[src/rtl/disparity_row_scheduler.sv]
// disparity_row_scheduler: walks the single-SAD disparity core across one buffered row.
// Per column: reset the core, pulse start with the column index, wait for done, then hand
// the disparity to the depth-map writer on a valid/ready stream.
// Optional feature macro: DISP_SCHED_TIMEOUT_EN adds a WAIT watchdog that emits an error
// beat (data 0, disp_err=1) after TIMEOUT cycles without core_done.
module disparity_row_scheduler #(
  parameter int unsigned DISP_BITS = 6,
  parameter int unsigned COL_BITS  = 6,
  parameter int unsigned NUM_COLS  = 50,
  parameter int unsigned TIMEOUT   = 1024
) (
  input  logic                 clk,
  input  logic                 rst,
  input  logic                 row_valid,
  output logic                 row_ack,
  output logic                 busy,
  output logic                 core_rst,
  output logic                 core_start,
  output logic [COL_BITS-1:0]  core_col,
  input  logic                 core_done,
  input  logic [DISP_BITS-1:0] core_disp,
  output logic                 disp_valid,
  input  logic                 disp_ready,
  output logic [DISP_BITS-1:0] disp_data,
  output logic [COL_BITS-1:0]  disp_col,
  output logic                 disp_last,
  output logic                 disp_err
);

  localparam logic [COL_BITS-1:0] LastCol = COL_BITS'(NUM_COLS - 1);

  typedef enum logic [2:0] {StIdle, StClear, StStart, StWait, StEmit} state_e;

  state_e               state_q, state_d;
  logic                 row_ack_q, row_ack_d;
  logic                 busy_q, busy_d;
  logic                 core_start_q, core_start_d;
  // core_col doubles as the row's column counter; it only moves on CLEAR entry.
  logic [COL_BITS-1:0]  core_col_q, core_col_d;
  logic                 disp_valid_q, disp_valid_d;
  logic [DISP_BITS-1:0] disp_data_q, disp_data_d;
  logic [COL_BITS-1:0]  disp_col_q, disp_col_d;
  logic                 disp_last_q, disp_last_d;

`ifdef DISP_SCHED_TIMEOUT_EN
  localparam int unsigned TmoW = $clog2(TIMEOUT + 1);
  logic [TmoW-1:0] tmo_q, tmo_d;
  logic            disp_err_q, disp_err_d;

  // Watchdog counter and error flag.
  always_ff @(posedge clk or posedge rst) begin
    if (rst) begin
      tmo_q      <= '0;
      disp_err_q <= 1'b0;
    end else begin
      tmo_q      <= tmo_d;
      disp_err_q <= disp_err_d;
    end
  end

  assign disp_err = disp_err_q;
`else
  assign disp_err = 1'b0;
`endif

  // Next-state and registered-output decode.
  always_comb begin
    state_d      = state_q;
    row_ack_d    = 1'b0;
    busy_d       = busy_q;
    core_start_d = 1'b0;
    core_col_d   = core_col_q;
    disp_valid_d = disp_valid_q;
    disp_data_d  = disp_data_q;
    disp_col_d   = disp_col_q;
    disp_last_d  = disp_last_q;
`ifdef DISP_SCHED_TIMEOUT_EN
    tmo_d        = tmo_q;
    disp_err_d   = disp_err_q;
`endif
    unique case (state_q)
      StIdle: begin
        if (row_valid) begin
          row_ack_d  = 1'b1;
          busy_d     = 1'b1;
          core_col_d = '0;
          state_d    = StClear;
        end
      end
      StClear: begin
        core_start_d = 1'b1;
        state_d      = StStart;
      end
      StStart: begin
`ifdef DISP_SCHED_TIMEOUT_EN
        tmo_d   = '0;
`endif
        state_d = StWait;
      end
      StWait: begin
        if (core_done) begin
          disp_valid_d = 1'b1;
          disp_data_d  = core_disp;
          disp_col_d   = core_col_q;
          disp_last_d  = (core_col_q == LastCol);
`ifdef DISP_SCHED_TIMEOUT_EN
          disp_err_d   = 1'b0;
`endif
          state_d      = StEmit;
        end
`ifdef DISP_SCHED_TIMEOUT_EN
        else if (tmo_q == TmoW'(TIMEOUT - 1)) begin
          disp_valid_d = 1'b1;
          disp_data_d  = '0;
          disp_col_d   = core_col_q;
          disp_last_d  = (core_col_q == LastCol);
          disp_err_d   = 1'b1;
          state_d      = StEmit;
        end else begin
          tmo_d = tmo_q + 1'b1;
        end
`endif
      end
      StEmit: begin
        if (disp_ready) begin
          disp_valid_d = 1'b0;
          if (disp_last_q) begin
            busy_d  = 1'b0;
            state_d = StIdle;
          end else begin
            core_col_d = core_col_q + 1'b1;
            state_d    = StClear;
          end
        end
      end
      default: state_d = StIdle;
    endcase
  end

  // State and registered outputs.
  always_ff @(posedge clk or posedge rst) begin
    if (rst) begin
      state_q      <= StIdle;
      row_ack_q    <= 1'b0;
      busy_q       <= 1'b0;
      core_start_q <= 1'b0;
      core_col_q   <= '0;
      disp_valid_q <= 1'b0;
      disp_data_q  <= '0;
      disp_col_q   <= '0;
      disp_last_q  <= 1'b0;
    end else begin
      state_q      <= state_d;
      row_ack_q    <= row_ack_d;
      busy_q       <= busy_d;
      core_start_q <= core_start_d;
      core_col_q   <= core_col_d;
      disp_valid_q <= disp_valid_d;
      disp_data_q  <= disp_data_d;
      disp_col_q   <= disp_col_d;
      disp_last_q  <= disp_last_d;
    end
  end

  // Core reset follows the system reset so the core is held while we are.
  assign core_rst   = rst | (state_q == StClear);
  assign row_ack    = row_ack_q;
  assign busy       = busy_q;
  assign core_start = core_start_q;
  assign core_col   = core_col_q;
  assign disp_valid = disp_valid_q;
  assign disp_data  = disp_data_q;
  assign disp_col   = disp_col_q;
  assign disp_last  = disp_last_q;

endmodule
[config.mk]
export PLATFORM = sky130hd
export DESIGN_NAME = disparity_row_scheduler
export DESIGN_NICKNAME = d
export VERILOG_FILES = /design/src/rtl/disparity_row_scheduler.sv
export SDC_FILE = /design/constraint.sdc
export NUM_CORES = 1
export LEC_CHECK = 0
export CORE_MARGIN = 2
export CORE_UTILIZATION = 45
export DETAILED_ROUTE_END_ITERATION = 10
export GPL_TIMING_DRIVEN = 0
export PLACE_DENSITY_LB_ADDON = 0.12
export SYNTH_ARGS = -nofsm -noshare
export SYNTH_HDL_FRONTEND = slang
export SYNTH_SLANG_ARGS = --single-unit
[constraint.sdc]
create_clock -name clk -period 1.75 [get_ports clk]
set_clock_uncertainty 0.15 [all_clocks]
set_input_delay 0.2625 -clock clk [delete_from_list [all_inputs] [get_ports clk]]
set_output_delay 0.2625 -clock clk [all_outputs]
set_load 0.01 [all_outputs]
* After elaboration in Yosys (flattened, before gate mapping) *
Index checks and enable logic that the tools add are counted.

storage, ports and cells
  register bits after elaboration = 26
  input bits = 11
  output and inout port bits = 25
  logic and storage cells = 48

cells by class
  add/sub/neg operators = 1
  eq/ne operators = 10
  muxes and demuxes = 19
  bitwise logic cells = 1
  reductions and logical operators = 8

operators by type and width
  kind                                                  number
  two-way mux 6 bit                                     3
  case mux 3 bit (5 select lines)                       1
  case mux 6 bit (2 select lines)                       1
  inequality test 2 bit (second input constant)         5
  two-way mux 1 bit                                     9
  two-way mux 3 bit                                     3
  AND reduction 4 bit                                   2
  adder 6 x 1 -> 6 bit (second input constant)          1
  equality test 3 x 2 -> 1 bit (second input constant)  2
  equality test 6 bit (second input constant)           1
  AND reduction 3 bit                                   2
  case mux 1 bit (2 select lines)                       2
  nonzero test 2 bit                                    2
  equality test 3 x 1 -> 1 bit (second input constant)  1
  equality test 3 bit (second input constant)           1
  logical NOT 3 bit                                     1
  AND reduction 2 bit                                   1
  OR 1 bit                                              1

* Longest topological paths before layout *
Gate-level depths: netlist of run 1.

  depth after elaboration = 4
  mapped depth = 6
  depth with buffers taken out = 4

* Least setup slack after synthesis of run 1 *
Ideal clock, no wire load.

  path kind = register to register
  start point = register state_q[0]
  end point = register core_col_q[5] (netlist: core_col[5])
  library setup time = 80 ps
  data arrival time = 1138 ps
  required time = 1520 ps
  slack = 382 ps
  cell stages (with the launch flop) = 5
  buffers on the path = 1
  clock period less this slack = 1368 ps
  cells stage by stage = dfrtp_1 buf_6 or3b_1 a211o_1 o211ai_2

on the way
  cells in the longest elaborated chain, start to end = 3
  elaborated cells between the ends (all ways) = 8
  classes of those cells = eq/ne (4); mux (1); reduce/logical (3)

RTL lines
  element                                                                              line  source
  start, declared                                                                      34    state_e state_q, state_d;
  start signal, assigned                                                               143   state_q <= StIdle;
  start signal, assigned                                                               153   state_q <= state_d;
  equality test 3 bit / logical NOT 3 bit (equally long branches)                      81    unique case (state_q)
  inequality test 2 bit (no source line) / nonzero test 2 bit (equally long branches)  -
  AND reduction 4 bit (no source line)                                                 -
  end signal, assigned                                                                 157   core_col_q <= core_col_d;
  end, declared                                                                        39    logic [COL_BITS-1:0] core_col_q, core_col_d;

Several ways; a longest one is shown, not always the timed one.
A chain may end at the register's enable or synchronous reset.

* Worst setup path in the final report of run 1 *
  start point = register state_q[2]
  end point = output port core_rst

on the way
  cells in the longest elaborated chain, start to end = 2

RTL lines
  element                       line  source
  equality test 3 x 1 -> 1 bit  166   assign core_rst = rst | (state_q == StClear);
  OR 1 bit                      166
  end, declared                 17    output logic core_rst,

No other way between the ends.

==> results of run 1 <==
==> synth_stat cells, types with 2 or more instances <==
cell type,n
nand4_1,2
ha_1,2
nor3b_1,2
a31oi_1,2
inv_1,6
mux2_2,9
a31oi_2,2
nand4b_1,3
dfrtp_1,26
buf_6,2
buf_4,3
a21oi_1,2
nand2b_1,2
buf_2,2
and3_1,2
nor2_1,2
o21ai_0,5
nand2_1,8
==> kinds of logic (layout without fill, tap and decap cells) <==
family          after synthesis  count (layout)  share of synthesized area (%)
simple gates                 30              30                           15.1
buf+inv                      13              62                           6.37
mux                          10              10                           9.15
other cells                   1               1                          0.308
flops                        26              26                           53.4
compound gates               20              20                           13.6
fa+ha+maj                     2               2                           2.06
==> per-stage QoR <==
step                std cells  instance area (µm²)  util, %
floorplan                 102                 1220        -
global placement          166                 1600     63.2
detailed placement        166                 1600     63.2
CTS                       174                 1700     67.3
global route              181                 1760     69.6
finish                    181                 1760     69.6
==> worst paths after layout <==
check / cells past startpoint / end / slack, ns / startpoint
hold / removal: 2 / core_start / 0.33 / rst
min in group clk: 2 / disp_col[5] / 0.35 / disp_col[5]
max in group asynchronous: 2 / core_col[3] / 0.47 / rst
hold reg to reg: 2 / disp_col[5] / 0.35 / disp_col[5]
setup reg to reg: 6 / disp_last / 0.08 / state_q[2]
setup / recovery: 4 / core_rst / 0.02 / state_q[2]
==> worst max-delay path: stages, from the launching register on <==
cell and delay (ns):
dfrtp_1 0.42, buf_6 0.15, nor3b_4 0.20, or2_4 0.14, buf_6 0.09
==> layout make-up <==
cell class,instances,area (µm²)
tap,30,37.5
fill,205,767
inverter,6,22.5
timing repair buffer,45,424
multi-input combinational,63,503
sequential,26,654
clock inverter,1,30.0
clock buffer,3,22.5
buffer,7,61.3
==> power groups by stage <==
stage | Sequential, µW | Clock, µW | Combinational [µW]
6_report | 920 | 404 | 1280
5_1_grt | 942 | 443 | 1380
4_1_cts | 939 | 416 | 1190
3_5_place_dp | 954 | 0 | 1110
3_3_place_gp | 939 | 0 | 1090
2_1_floorplan | 1020 | 0 | 530
==> flip-flops by register name, summed over array words and instances (netlist names) <==
signal,count
busy,1
core_col,6
core_start,1
disp_col,6
disp_data,6
disp_last,1
disp_valid,1
row_ack,1
state_q,3
==> routing by layer <==
layer | up-vias | share of wire (%) | global-route usage [%]
met3 | 2 | 3.6 | 2.33
li1 | 456 | - | -
met4 | 0 | 0.83 | 5.44
met1 | 470 | 44 | 20.2
met5 | - | 0 | 0
met2 | 18 | 52 | 28.2
==> repair_timing <==
| item | CTS | global route |
|---|---|---|
| setup endpoints to repair | 4 | 6 |
| gates cloned | 0 | 0 |
| setup buffers | 4 | 7 |
| hold buffers | 0 | 0 |
| pin swaps | 1 | 1 |
| resized for setup | 12 | 1 |
==> results.sh, run 1 <==
export IMPL_synth_edff_count=0
export IMPL_synth_top_area_share_pct=53.4
export IMPL_syn_nets=115
export IMPL_cp_start_kind="flip-flop"
export IMPL_portBuffers=34
export IMPL_slew_headroom_pct=35.3
export IMPL_routed_wl_mm=2.53
export IMPL_synth_seq_area_share_pct=53.4
export IMPL_synth_avg_cell_area_um2=11.9
export IMPL_setup_viol=0
export IMPL_pin_count=36
export IMPL_grt_pass1_vias=944
export IMPL_cts_buffer_depth=2
export IMPL_power_frac_clock_pct=15.5
export IMPL_final_common_cell="clkdlybuf4s50_1"
export IMPL_final_cell_mix="clkdlybuf4s50_1 (33), dfrtp_1 (23), buf_4 (14)"
export IMPL_die_area_um2=3140
export IMPL_drtIter0Drc=5
export IMPL_cts_sinks=26
export IMPL_area_growth_pct=44.2
export IMPL_syn_inst=102
export IMPL_p_seq_share_pct=35.3
export IMPL_cts_buffers=3
export IMPL_avgRoutedWirePerCell_um=14.0
export IMPL_combPwrFrac_pct=49.2
export IMPL_maxCapViolCount=0
export IMPL_antenna_found_initial=0
export IMPL_ir_drop_uv=1060
export IMPL_postRouteAntennaNets=0
export IMPL_grt_pass1_wl_mm=4.09
export IMPL_p_switching_uw=826
export IMPL_pre_cts_slack_ns=-0.203
export IMPL_cts_tree="yes"
export IMPL_hold_worst_slack_ns=0.333
export IMPL_drive_gt1_share_pct=30.5
export IMPL_power_density_nw_per_um2=1480
export IMPL_outcome="finished, final reports clean"
export IMPL_grt_max_degree=27
export IMPL_cp_max_fo=10
export IMPL_vias_per_cell=5.23
export IMPL_drc_errors=0
export IMPL_path_class="flip-flop to primary output"
export IMPL_clk_pin_slew_worst_paths_ns=0.14
export IMPL_first_pass_iters=4
export IMPL_worst_pin_slew_ns=0.970
export IMPL_final_max_slew_viol_count=0
export IMPL_rsz0062_at_grt="true"
export IMPL_via_count=946
export IMPL_clk_latency_ns=0.31
export IMPL_synth_warnings=0
export IMPL_finalCriticalPeriod_ns=1.73
export IMPL_synth_top_area_cell="dfrtp_1"
export IMPL_die_y_um=56.0
export IMPL_synth_cell_types=38
export IMPL_cp_arrival_ns=1.32
export IMPL_cp_required_ns=1.34
export IMPL_power_uw=2610
export IMPL_async_flop_share_pct=100
export IMPL_hold_viol=0
export IMPL_finalSetupTns_ns=0
export IMPL_intPower_uw=1780
export IMPL_core_um2=2520
export IMPL_dp_hpwl_mm=1.76
export IMPL_grt_ovfl_total=0
export IMPL_fp_row_count=18
export IMPL_grt_usage_pct=16.1
export IMPL_fmax_mhz=579
export IMPL_place_congestion=0.816
export IMPL_ys_ff_latch=26
export IMPL_synth_main_ff_cell="dfrtp_1"
export IMPL_synth_area_um2=1220
export IMPL_setup_ws_ns=0.0222
export IMPL_end_kind="primary output"
export IMPL_final_period_utilization_pct=98.7
export IMPL_switching_share_pct=31.7
export IMPL_hp_class="primary input to async pin"
export IMPL_h_tree_depth=1
export IMPL_cts_root_buf="clkbuf_4"
export IMPL_nets=165
export IMPL_die_width_um=56.0
export IMPL_power_leakage_uw=0.000782
export IMPL_synthTopCellsByArea="dfrtp_1 (53%), mux2_2 (8.3%), nand2_1 (2.5%), nand4b_1 (2.2%), a31oi_2 (2.1%)"
export IMPL_initial_core_util_pct=48.3
export IMPL_n_antenna_cell=0
Power figures use the tool's default switching activity.
==> inputs of run 2 (changes only) <==
Settings changed: CORE_ASPECT_RATIO from default to 0.6, HOLD_SLACK_MARGIN from default to 0.05.
==> results.sh, run 2 (synthesized netlist as in run 1, its figures left out) <==
export IMPL_rrSetupSlack_ns=0.23
export IMPL_die_area_um2=3150
export IMPL_place_congestion=0.734
export IMPL_pre_cts_slack_ns=-0.159
export IMPL_min_to="disp_col[4]"
export IMPL_h_tree_depth=1
export IMPL_final_cell_area_um2=1670
export IMPL_drtIter0Drc=58
export IMPL_outcome="finished, final reports clean"
export IMPL_area_growth_pct=37.3
export IMPL_vias_per_cell=5.23
export IMPL_via_count=899
export IMPL_grt_max_degree=27
export IMPL_first_pass_iters=4
export IMPL_hold_buffers=0
export IMPL_final_max_slew_viol_count=0
export IMPL_fp_row_count=14
export IMPL_end_kind="primary output"
export IMPL_final_period_utilization_pct=96.7
export IMPL_nets=155
export IMPL_power_uw=2440
export IMPL_initial_core_util_pct=47.9
export IMPL_worst_pin_slew_ns=0.981
export IMPL_reg2reg_depth=5
export IMPL_maxCapViolCount=0
export IMPL_min_path_cells=2
export IMPL_intPower_uw=1630
export IMPL_pin_count=36
export IMPL_cp_arrival_ns=1.28
export IMPL_drive_gt1_share_pct=25.0
export IMPL_fmax_mhz=591
export IMPL_rsz0062_at_grt="true"
export IMPL_regToRegEndpoint="disp_last"
export IMPL_finalSetupTns_ns=0
export IMPL_power_leakage_uw=0.000723
export IMPL_power_frac_clock_pct=13.6
export IMPL_final_cell_mix="clkdlybuf4s50_1 (33), dfrtp_1 (23), mux2_2 (9)"
export IMPL_cts_sinks=26
export IMPL_cts_buffers=3
export IMPL_postRouteAntennaNets=0
export IMPL_top_usage_layer="met2"
export IMPL_clk_pin_slew_worst_paths_ns=0.09
export IMPL_setup_ws_ns=0.0576
export IMPL_p_seq_share_pct=38.6
export IMPL_antenna_found_initial=0
export IMPL_routed_wl_mm=2.57
export IMPL_use_met3_pct=6.38
export IMPL_hp_class="flip-flop to flip-flop"
export IMPL_combPwrFrac_pct=47.8
export IMPL_hold_viol=0
export IMPL_avgRoutedWirePerCell_um=14.9
export IMPL_placed_cell_area_um2=1600
export IMPL_final_common_cell="clkdlybuf4s50_1"
export IMPL_cts_buffer_depth=2
export IMPL_finalCriticalPeriod_ns=1.69
export IMPL_power_density_nw_per_um2=1460
export IMPL_cp_required_ns=1.34
export IMPL_hp_start="disp_col[4]"
export IMPL_cp_start_kind="flip-flop"
export IMPL_n_antenna_cell=0
export IMPL_die_y_um=44.3
export IMPL_switching_share_pct=33.4
export IMPL_setup_viol=0
export IMPL_grt_pass1_wl_mm=4.12
export IMPL_clk_latency_ns=0.27
export IMPL_grt_pass1_vias=845
export IMPL_gr_usage_met1_pct=24.5
export IMPL_core_um2=2540
export IMPL_ir_drop_uv=758
export IMPL_p_switching_uw=815
export IMPL_grt_usage_pct=17.5
export IMPL_drc_errors=0
export IMPL_cts_root_buf="clkbuf_8"
export IMPL_cts_tree="yes"
export IMPL_dp_hpwl_mm=1.74
export IMPL_hold_worst_slack_ns=0.333
export IMPL_cp_max_fo=10
export IMPL_path_class="flip-flop to primary output"
export IMPL_die_width_um=71.2
export IMPL_grt_ovfl_total=0
export IMPL_portBuffers=34
export IMPL_grt_util_met2_pct=26.7
export IMPL_slew_headroom_pct=34.5
export IMPL_r2r_start="state_q[2]"
run 2: cell types whose count changed in the layout (fill, tap and decap cells not counted), sizes merged:
| cell | before | now |
|---|---|---|
| buf | 19 | 9 |
| bufinv | 1 | 0 |
run 2: cell type report:
cell class	instances	area, µm²
plain buffers	7	61.3
inverters	6	22.5
multi-input cells	63	503
fillers	189	868
well taps	32	40.0
repair buffers	35	349
flip-flops and latches	26	654
clock buffers	3	41.3
run 2: power by group through the flow:
stage	sequential [µW]	combinational [µW]	clock, µW
6_report	942	1170	333
3_5_place_dp	949	1110	0
5_1_grt	971	1250	375
2_1_floorplan	1020	530	0
3_3_place_gp	942	1090	0
4_1_cts	940	1120	339
run 2: per-layer routing:
| layer | wire length (µm) | up-vias | part of all wire (%) |
|---|---|---|---|
| met5 | 0 | - | 0 |
| met4 | 0 | 0 | 0 |
| met3 | 127 | 0 | 4.9 |
| met2 | 1200 | 18 | 47 |
| met1 | 1240 | 447 | 48 |
| li1 | - | 434 | - |
run 2: timing repair:
| item | in CTS | in global routing |
|---|---|---|
| resized for setup | 7 | 6 |
| pin swaps | 0 | 1 |
| setup endpoints to repair | 2 | 3 |
| cloned | 0 | 0 |
| setup buffers | 0 | 1 |
run 2: stage by stage:
step | cells | util (%)
2_1_floorplan | 102 | -
3_3_place_gp | 168 | 62.9
3_5_place_dp | 168 | 62.9
4_1_cts | 171 | 64.7
5_1_grt | 172 | 65.8
6_report | 172 | 65.8
run 2: how the worst max path moves through the flow:
stage | from | end | slack, ns | depth (start not counted)
after floorplan | state_q[0] | core_col[5] | 0.38 | 4
after global placement | state_q[2] | core_rst | -0.15 | 4
after detailed placement | state_q[2] | core_rst | -0.16 | 4
after CTS | state_q[0] | core_rst | 0.003 | 4
after global routing | state_q[2] | core_rst | -0.005 | 4
final | state_q[2] | core_rst | 0.06 | 4
run 2: critical path: stages, from the launching register on:
cell and delay [ns]:
dfrtp_1 0.42, buf_6 0.16, nor3b_4 0.19, or2_4 0.15, buf_6 0.09
==> RTL change 1, RTL diff (settings of run 2) <==
Change the parameter `COL_BITS` from 6 to 12.
--- a/src/rtl/disparity_row_scheduler.sv
+++ b/src/rtl/disparity_row_scheduler.sv
@@ -5,7 +5,7 @@
 // beat (data 0, disp_err=1) after TIMEOUT cycles without core_done.
 module disparity_row_scheduler #(
   parameter int unsigned DISP_BITS = 6,
-  parameter int unsigned COL_BITS  = 6,
+  parameter int unsigned COL_BITS  = 12,
   parameter int unsigned NUM_COLS  = 50,
   parameter int unsigned TIMEOUT   = 1024
 ) (
Ports: changed (resized core_col and disp_col); port bits go from 36 to 48. No check against the original RTL was run, so the function may have changed too.
==> RTL change 1 against run 2 <==
  * Setup slack got worse by 0.027 ns
  * Total power rose by 30%
  * Area after synthesis rose by 44%
  * Core utilization rose by 6.2 points
  * Sequential cell count rose by 12
  * Highest routed layer is now met4
  * Design area rose by 59%
  * Sequential share of layout area fell by 2.9 points
  * Critical endpoint is now core_col[4]
  * Wire length rose by 76%
  * First-iteration DRC count rose by 33%
==> RTL change 1: results <==
metrics = {
    "outcome": {
        "status": "finished clean",
    },
    "power_and_ir_drop": {
        "switching_power_mw": 0.977,
        "total_power_mw": 3.18,
        "vdd_ir_drop_max_mv": 0.810,
        "power_combinational_mw": 1.22,
        "clk-power_mw": 0.774,
        "leakagePower_nw": 1.20,
    },
    "drt": {
        "wirelength_mm": 4.53,
        "vias": 1481,
        "drt_iter0_markers": 77,
        "firstDrtPassIters": 4,
    },
    "worst_hold_path": {
        "min_to": "state_q[2]",
        "hp-class": "in -> reg",
        "hp-start": "disp_ready",
    },
    "place": {
        "dpl.hpwl_mm": 2.70,
        "gp_congestion": 0.749,
        "port_buffers": 46,
    },
    "worst_setup_path": {
        "arrival_ns": 1.31,
        "rrSetupSlack_ns": 0.04,
        "max_stage_delay_ns": 0.57,
        "critPathSlowestCell": "clkdlybuf4s50_1",
        "r2r_start": "state_q[0]",
        "endpoint": "core_col[4]",
        "path_max_fanout": 8,
        "ff2ff_path_depth": 6,
        "reg2reg_to": "disp_col[6]",
        "worstSetupStartpoint": "core_col[4]",
        "cp_top_family": "buffers and inverters",
    },
    "synthesis": {
        "synthTopCellsByCount": "dfrtp_1, mux2_2, nand2_1",
        "synth.distinct_cells": 38,
        "synth.net_count": 165,
        "ys.warnings.count": 0,
        "synth.yosys.seq_area_share_pct": 54.1,
        "synth_area_leaders": "dfrtp_1, mux2_2, o21ai_0",
    },
    "grt": {
        "grt_max_degree": 39,
        "antenna_found_initial": 0,
        "grt_pass1_wl_mm": 6.78,
        "grtUsageTotal_pct": 20.5,
        "grt_pass1_vias": 1436,
    },
    "clocking": {
        "path_clk_slew_ns": 0.07,
        "cts_inserted_buffers": 5,
        "clk_latency_ns": 0.30,
        "htree_levels": 2,
    },
    "timing": {
        "hold_ws_ns": 0.263,
        "worst_pin_slew_ns": 0.786,
    },
    "final_layout": {
        "nets": 237,
        "fillers": 251,
        "drive_gt1_share_pct": 37.9,
    },
}
==> RTL change 1: final cells by class <==
| type | instances | area, sq um | share of cell area, % |
|---|---|---|---|
| inverter | 5 | 18.8 | 0.705 |
| clock inverter | 1 | 30.0 | 1.13 |
| sequential | 38 | 966 | 36.3 |
| buffer | 6 | 67.6 | 2.54 |
| multi-input combinational | 101 | 793 | 29.8 |
| tap | 47 | 58.8 | 2.21 |
| clock buffer | 6 | 82.6 | 3.10 |
| timing repair buffer | 67 | 647 | 24.3 |
==> RTL change 1: through the flow <==
stage | util (%) | cell area [sq um] | std cells | setup slack (ns) | TNS, ns
finish | 72.0 | 2660 | 271 | 0.0308 | 0
global route | 72.0 | 2660 | 271 | -0.0171 | -0.0893
CTS | 68.1 | 2520 | 262 | -0.0296 | -0.0391
detailed placement | 61.5 | 2280 | 245 | -0.407 | -6.29
global placement | 61.5 | 2280 | 245 | -0.381 | -19.61
floorplan | - | 1760 | 152 | 0.0124 | 0
==> RTL change 1: repair_timing <==
item / CTS / global route
cloned: 0 / 1
pin swaps: 10 / 3
buffers inserted: 10 / 10
gates resized for setup: 23 / 25
setup endpoints to repair: 15 / 33
==> RTL change 1: cells by family (layout without fill, tap and decap cells) <==
family                     count (synthesis)  count (layout)  synth area share, %
and+or+nand+nor                           47              47                 16.5
DFF                                       38              38                 54.1
AOI/OAI and AO/OA                         32              32                 11.4
muxes                                     16              16                 10.2
buffers and inverters                     13              85                 4.63
xor gates and xnor gates                   3               3                 1.49
adders and majority gates                  2               2                 1.42
other                                      1               1                0.213
==> RTL change 1: metal layers <==
metal / vias up / wire (microns) / track usage [%]
met5: - / 0 / 0
met4: 0 / 47 / 6.61
met3: 5 / 330 / 7.72
met2: 60 / 2140 / 32.8
met1: 738 / 2010 / 26.2
li1: 678 / - / -
==> RTL change 2, RTL diff (settings of run 2) <==
Made on the original files. `disp_data_q` no longer has a reset.
--- a/src/rtl/disparity_row_scheduler.sv
+++ b/src/rtl/disparity_row_scheduler.sv
@@ -146,7 +146,6 @@
       core_start_q <= 1'b0;
       core_col_q   <= '0;
       disp_valid_q <= 1'b0;
-      disp_data_q  <= '0;
       disp_col_q   <= '0;
       disp_last_q  <= 1'b0;
     end else begin
@@ -156,10 +155,13 @@
       core_start_q <= core_start_d;
       core_col_q   <= core_col_d;
       disp_valid_q <= disp_valid_d;
-      disp_data_q  <= disp_data_d;
       disp_col_q   <= disp_col_d;
       disp_last_q  <= disp_last_d;
     end
+  end
+
+  always_ff @(posedge clk) begin
+    disp_data_q <= disp_data_d;
   end
 
   // Core reset follows the system reset so the core is held while we are.
Function: differs if rst is asserted again (counterexample within 10 cycles, from zero or initial values and one cycle with rst high); with rst held inactive, the same outputs for 10 cycles.
==> RTL change 2 against run 2 <==
  * Sequential cell count did not move
  * Setup slack got worse by 0.011 ns
  * Wire length fell by 1.1%
  * Area after synthesis fell by 2.7%
  * Sequential power fell by 4.7%
  * Total power fell by 1.9%
  * Design area rose by 1.3%
  * Combinational power fell by 15%
==> RTL change 2: results <==
metrics = {
    "final_layout": {
        "seq_share_pct": 40.7,
        "layout.nonclk_buf_share_pct": 24.9,
        "seq_area_sq_um": 689,
        "inverters_excl_clock": 5,
        "nets": 152,
        "multi_input_area_sq_um": 452,
        "comb.multi_input.count": 59,
        "dominant_cells": "registers",
        "drive_gt1_share_pct": 24.6,
        "layoutNonFillerInstCount": 170,
        "clock_area_share_pct": 4.21,
        "fillers": 174,
        "nNonClkBuffers": 44,
    },
    "synthesis": {
        "synth_mux_area_share_pct": 5.60,
        "synth_area_leaders": "dfrtp_1, edfxtp_1, mux2_2",
        "synth_top_flop_cell": "dfrtp_1",
        "synth.yosys.seq_area_share_pct": 57.4,
        "synthTopCellsByCount": "dfrtp_1, nand2_1, edfxtp_1",
        "syn_area_per_cell_sq_um": 12.3,
        "synthAdderAreaFrac_pct": 2.11,
        "synth_edf_count": 6,
        "synth.distinct_cells": 38,
        "synth-compound-area-share_pct": 14.0,
        "synth.net_count": 109,
        "synthArstFlopShare_pct": 76.9,
    },
    "power_and_ir_drop": {
        "leakagePower_nw": 0.685,
        "p_sw_share_pct": 31.4,
        "vdd_ir_drop_max_mv": 0.698,
    },
    "timing": {
        "maxSlewHeadroom_pct": 49.5,
        "layout_setup_ws_ns": 0.0468,
        "hold_ws_ns": 0.314,
    },
    "clocking": {
        "cts_buffer_depth": 2,
        "ctsResizeCount": 9,
        "htree_levels": 1,
        "postCtsSetupBuffers": 0,
    },
    "place": {
        "dpl.hpwl_mm": 1.79,
        "place_ws_ns": -0.198,
        "place_inst": 162,
        "gp_congestion": 0.846,
        "dpl_cell_area_sq_um": 1570,
    },
    "grt": {
        "grt_pass1_wl_mm": 4.05,
        "grt_max_degree": 21,
        "grtUsageTotal_pct": 17.3,
        "grt_pass1_vias": 832,
        "antenna_found_initial": 0,
    },
    "drt": {
        "via_per_inst": 5.55,
        "firstDrtPassIters": 4,
        "wirelength_mm": 2.54,
        "drt_iter0_markers": 33,
    },
    "worst_setup_path": {
        "reg2reg_to": "disp_data[1]",
        "path_max_fanout": 9,
        "worstSetupStartpoint": "state_q[0]",
        "ff2ff_path_depth": 4,
        "arrival_ns": 1.29,
        "rrSetupSlack_ns": 0.11,
    },
    "worst_hold_path": {
        "hp-class": "in -> async",
    },
    "outcome": {
        "status": "finished clean",
    },
}
==> RTL change 2: cell types whose count changed in the layout (fill, tap and decap cells not counted), moves of 3 or more <==
| cell | delta |
|---|---|
| a221o_1 | +3 |
| buf_4 | +3 |
| dfrtp_1 | -10 |
| dfrtp_2 | +4 |
| edfxtp_1 | +6 |
| mux2_2 | -4 |
| nor4b_1 | +3 |
==> RTL change 2: routing by layer <==
metal	track usage [%]	wire length, microns
met1	26.1	1140
met2	24.9	1130
met3	6.05	271
met4	1.92	0
met5	0	0
==> RTL change 2: power by group through the flow <==
stage          combinational [mW]  clock [mW]  sequential (mW)
3_5_place_dp                0.896           0            0.914
4_1_cts                     0.912       0.502            0.904
2_1_floorplan               0.459           0            0.956
6_report                     1.00       0.493            0.898
5_1_grt                      1.08       0.542            0.919
3_3_place_gp                0.882           0            0.903
==> RTL change 2: critical path: stages (launching register included) <==
cell	delay [ns]
dfrtp_1	0.38
buf_6	0.14
nor3b_4	0.15
or2_4	0.23
buf_6	0.12
